$ cat config.mk
export PLATFORM = sky130hd
export DESIGN_NAME = inst_fetch
export DESIGN_NICKNAME = d
export VERILOG_FILES = /design/src/rtl/inst_fetch_pkg.sv /design/src/rtl/inst_fetch_hold.sv /design/src/rtl/inst_fetch.sv
export SDC_FILE = /design/constraint.sdc
export NUM_CORES = 1
export LEC_CHECK = 0
export ABC_AREA = 1
export BUFFER_PORTS_ARGS = -buffer_cell sky130_fd_sc_hd__buf_2
export CORE_MARGIN = 3
export CORE_UTILIZATION = 45
export DETAILED_ROUTE_END_ITERATION = 10
export HOLD_SLACK_MARGIN = 0.05
export PLACE_DENSITY = 0.76
export SYNTH_ARGS = -nofsm -noshare
export SYNTH_HDL_FRONTEND = slang
export SYNTH_SLANG_ARGS = --single-unit
$ cat constraint.sdc
create_clock -name clk -period 3.2 [get_ports clk]
set_input_delay 0.16 -clock clk [delete_from_list [all_inputs] [get_ports clk]]
set_output_delay 0.16 -clock clk [all_outputs]
set_load 0.03 [all_outputs]
$ cat src/rtl/inst_fetch_pkg.sv
// Shared types and constants for the instruction fetch stage.
// The HALT state is only reachable when built with FETCH_ALIGN_CHECK_EN.
package inst_fetch_pkg;

  typedef enum logic [1:0] {
    ST_IDLE  = 2'd0,
    ST_FETCH = 2'd1,
    ST_DROP  = 2'd2,
    ST_HALT  = 2'd3
  } fetch_state_e;

  localparam logic [31:0] NOP_INST        = 32'h0000_0000;
  localparam logic [31:0] WORD_ALIGN_MASK = 32'hFFFF_FFFC;

endpackage

$ cat src/rtl/inst_fetch_hold.sv
// inst_hold_reg: the IF/ID output slot (instruction, pc, valid).
// Loads as a whole when load=1; an async clear empties it to the NOP word.
module inst_hold_reg
  import inst_fetch_pkg::*;
(
  input  logic        clk,
  input  logic        clrn,
  input  logic        load,
  input  logic [31:0] inst_d,
  input  logic [31:0] pc_d,
  input  logic        valid_d,
  output logic [31:0] inst_q,
  output logic [31:0] pc_q,
  output logic        valid_q
);

  always_ff @(posedge clk or negedge clrn) begin
    if (!clrn) begin
      inst_q  <= NOP_INST;
      pc_q    <= '0;
      valid_q <= 1'b0;
    end else if (load) begin
      inst_q  <= inst_d;
      pc_q    <= pc_d;
      valid_q <= valid_d;
    end
  end

endmodule

$ cat src/rtl/inst_fetch.sv
// Instruction fetch stage: PC -> memory req/ack -> IF/ID slot, with stall/flush.
// Define FETCH_ALIGN_CHECK_EN to trap misaligned PCs into the HALT state.
//
// state | meaning
// IDLE  | one cycle after reset, no request
// FETCH | issue requests whenever the output slot is free
// DROP  | a flushed request is still outstanding; wait for its ack, discard data
// HALT  | misaligned PC trapped (alignment check only); leave on flush
module inst_fetch
  import inst_fetch_pkg::*;
(
  input  logic        clk,
  input  logic        clrn,
  input  logic [31:0] pc_in,
  output logic        pc_we,
  output logic        mem_req,
  output logic [31:0] mem_addr,
  input  logic        mem_ack,
  input  logic [31:0] mem_rdata,
  input  logic        stall,
  input  logic        flush,
  output logic [31:0] inst_out,
  output logic [31:0] inst_pc,
  output logic        inst_valid,
  output logic        inst_exc
);

  fetch_state_e state, state_nxt;
  logic [31:0]  fetch_addr;
  logic [31:0]  drop_addr;
  logic         slot_free;
  logic         misaligned;
  logic         load;
  logic [31:0]  ld_inst;
  logic [31:0]  ld_pc;
  logic         ld_valid;

  assign fetch_addr = pc_in & WORD_ALIGN_MASK;
  assign slot_free  = !inst_valid || !stall;
  // The PC register moves at the flush edge, so DROP must replay the latched address.
  assign mem_addr   = (state == ST_DROP) ? drop_addr : fetch_addr;

`ifdef FETCH_ALIGN_CHECK_EN
  logic ld_exc;
  logic exc_q;

  assign misaligned = (pc_in[1:0] != 2'b00);
  assign inst_exc   = exc_q;

  always_ff @(posedge clk or negedge clrn) begin
    if (!clrn)     exc_q <= 1'b0;
    else if (load) exc_q <= ld_exc;
  end
`else
  assign misaligned = 1'b0;
  assign inst_exc   = 1'b0;
`endif

  always_ff @(posedge clk or negedge clrn) begin
    if (!clrn) begin
      state     <= ST_IDLE;
      drop_addr <= '0;
    end else begin
      state <= state_nxt;
      if (state == ST_FETCH && flush) drop_addr <= fetch_addr;
    end
  end

  always_comb begin
    state_nxt = state;
    mem_req   = 1'b0;
    pc_we     = 1'b0;
    load      = 1'b0;
    ld_inst   = NOP_INST;
    ld_pc     = inst_pc;
    ld_valid  = 1'b0;
`ifdef FETCH_ALIGN_CHECK_EN
    ld_exc    = 1'b0;
`endif
    case (state)
      ST_IDLE: state_nxt = ST_FETCH;
      ST_FETCH: begin
        mem_req = slot_free && !misaligned;
        if (flush) begin
          load = 1'b1;
          if (mem_req && !mem_ack) state_nxt = ST_DROP;
        end else if (mem_req && mem_ack) begin
          load     = 1'b1;
          ld_inst  = mem_rdata;
          ld_pc    = fetch_addr;
          ld_valid = 1'b1;
          pc_we    = 1'b1;
`ifdef FETCH_ALIGN_CHECK_EN
        end else if (slot_free && misaligned) begin
          load      = 1'b1;
          ld_pc     = pc_in;
          ld_valid  = 1'b1;
          ld_exc    = 1'b1;
          state_nxt = ST_HALT;
`endif
        end else if (inst_valid && !stall) begin
          load = 1'b1;
        end
      end
      ST_DROP: begin
        mem_req = 1'b1;
        if (mem_ack) state_nxt = ST_FETCH;
      end
`ifdef FETCH_ALIGN_CHECK_EN
      ST_HALT: begin
        if (flush) begin
          load      = 1'b1;
          state_nxt = ST_FETCH;
        end else if (inst_valid && !stall) begin
          load = 1'b1;
        end
      end
`endif
      default: state_nxt = ST_IDLE;
    endcase
  end

  inst_hold_reg u_hold (
    .clk     (clk),
    .clrn    (clrn),
    .load    (load),
    .inst_d  (ld_inst),
    .pc_d    (ld_pc),
    .valid_d (ld_valid),
    .inst_q  (inst_out),
    .pc_q    (inst_pc),
    .valid_q (inst_valid)
  );

endmodule

==> qor.yml <==
status: "finished, final reports clean"
overflow: 0
finClkSkew_ps: 12.00
dieArea_um2: 10210
nets: 723
ys_types: 19
utilization: 0.6242
initial_core_util: 0.4640
critPathTopFamily: "buffers and inverters"
netlist_instances: 471
synth.most_common_cell: "nand2_1"
crit_path_end_kind: "output port"
cts_buffers: 9
synth_area_um2: 4066
multiInputGateArea_um2: 1386
hold_violations: 0
antennaDiodeCount: 0
ys_top_cells_by_count: "165 x nand2_1, 95 x dfrtp_1, 70 x o21ai_0"
setup_ws_ps: 846.7
ys_seq_area_frac: 0.5846
rsz0062_at_grt: "no"
grt_antenna_before_repair: 0
place_hpwl_mm: 6.569
place.gp.congestion: 0.7702
max-cap-violations: 0
slowest_delay_ps: 530
finalSetupTns_ps: 0
rows: 34
fillCellCount: 748
avgViaCountPerCell: 4.799
crit_buf_inv: 3
worst_pin_slew_ps: 650.0
synth-main-ff-cell: "dfrtp_1"
yosysWarnings: 0
h-tree-depth: 3
powerDensity_nw_per_um2: 992.7
wl_met3_um: 828
drc: 0
syn_avg_cell_area_um2: 8.634
area_growth_pct: 34.52
cts.sinks: 95
drive_gt1_frac: 0.2859
root_buffer: "clkbuf_8"
critPathKind: "flip-flop to output port"
routed_wl_mm: 10.08
min_period_ps: 2353
synth_area_leader_cell: "dfrtp_1"
period_share: 0.7354
arrival_ps: 2190
async_flop_share: 1.000
cts.path.max_buffers: 2
coreArea_um2: 8763
clkSlewWorstSetupHoldPaths_ps: 100
regArea_um2: 2377
crit_required_ps: 3040
vdd.ir_drop.worst_uv: 554.3
place_ws_ps: 1173
wl_met1_mm: 4.319
first_pass_iters: 5
vias: 3657
ant_nets: 0
initialDrtViolationCount: 123
grt_pass1_vias: 3455
yosysTopAreaCellShare: 0.5846
final_max_slew_viol_count: 0
clkLatencyLatePin_ps: 350
grt_usage: 0.1958
crit_chain: "inv_1, ha_2, buf_4, nand2_1, o21ai_0, buf_2"
io_pins: 169
wl_per_cell_um: 13.23
start_kind: "flip-flop"
max_slew_margin: 0.5662
cts_setup_buffers: 0
leakage_nw: 3.061
hp-class: "input port to flip-flop"
hold-worst-slack_ps: 72.65
highest_layer: "met4"
ys_ff_latch: 95
grt_max_degree: 94
max_freq_ghz: 0.4249
die_h_um: 101.1
io_buffers: 161
grt_pass1_wl_mm: 15.97
synth_area_leaders: "dfrtp_1 58%, nand2_1 15%, o21ai_0 8.6%"
crit_fanout: 32
hold_buffers: 33
wl_met2_mm: 4.825
finalSetupViolations: 0
fp.dieW_um: 101.1
cts_tree: "built"
cts_resized: 0
synth_edf_count: 0
slowest_stage: "ha_2"
registers in the layout, indices dropped and copies added (netlist names):
name and count:
u_hold.inst_q 32, drop_addr 30, u_hold.pc_q 30, state 2, u_hold.valid_q 1
through the flow:
stage               instances  power (W)  cell area, um2
global route              762   0.005795            5470
detailed placement        714   0.004491            4896
CTS                       762   0.005482            5470
global placement          714   0.004403            4896
finish                    762   0.005430            5470
floorplan                 475   0.003748            4081
cell usage in the layout (no fill, tap or decap), types with 2 or more instances in the layout:
cell type / instances
o21ai_1: 20
ha_1: 3
nand2_1: 165
inv_1: 36
dlygate4sd3_1: 33
nand3_1: 36
buf_4: 5
o21ai_0: 70
nand2_2: 2
dfrtp_1: 95
nor2_1: 2
clkbuf_8: 10
buf_2: 160
bufinv_16: 3
conb_1: 5
tightest hold or removal path: stages:
cell	delay (ps)
buf_2	90
inv_1	70
o21ai_1	70
worst paths after layout:
kind | slack (ps) | depth (start not counted) | from | end
max | 850 | 6 | state[0] | mem_addr[8]
min | 70 | 3 | pc_in[16] | u_hold.pc_q[16]
max reg2reg | 1290 | 5 | state[1] | u_hold.inst_q[20]
min reg2reg | 490 | 2 | u_hold.pc_q[14] | u_hold.pc_q[14]
max in group asynchronous | 2020 | 3 | clrn | u_hold.pc_q[21]
min in group asynchronous | 360 | 2 | clrn | u_hold.inst_q[0]
layer usage:
metal  vias up  track usage
met2       122       0.3234
met4         0      0.05419
met5         -            0
met1      1689       0.2447
met3        10      0.06713
li1       1836            -
cell families (layout without fill, tap and decap cells):
kind of cell / count (synthesis) / count (layout) / share of synthesized area
adders and majority gates: 4 / 4 / 0.01231
other: 1 / 5 / 0.0009222
and+or+nand+nor: 208 / 208 / 0.2108
AOI/OAI and AO/OA: 91 / 91 / 0.1126
DFF: 95 / 95 / 0.5846
buffers and inverters: 72 / 251 / 0.07877
power breakdown:
part,total (W),switching [W],internal (W)
Clock,0.000946,0.000409,0.000538
Combinational,0.00247,0.00176,0.000703
Sequential,0.00202,0.000290,0.00173
Total,0.00543,0.00246,0.00297
layout make-up:
class | count | area share
Multi-Input combinational cell | 308 | 0.2534
Clock inverter | 5 | 0.01944
Sequential cell | 95 | 0.4346
Clock buffer | 10 | 0.02516
Timing Repair Buffer | 199 | 0.2173
Inverter | 37 | 0.02539
Tap cell | 108 | 0.02470
No activity file was read; power rests on OpenSTA's default activity.
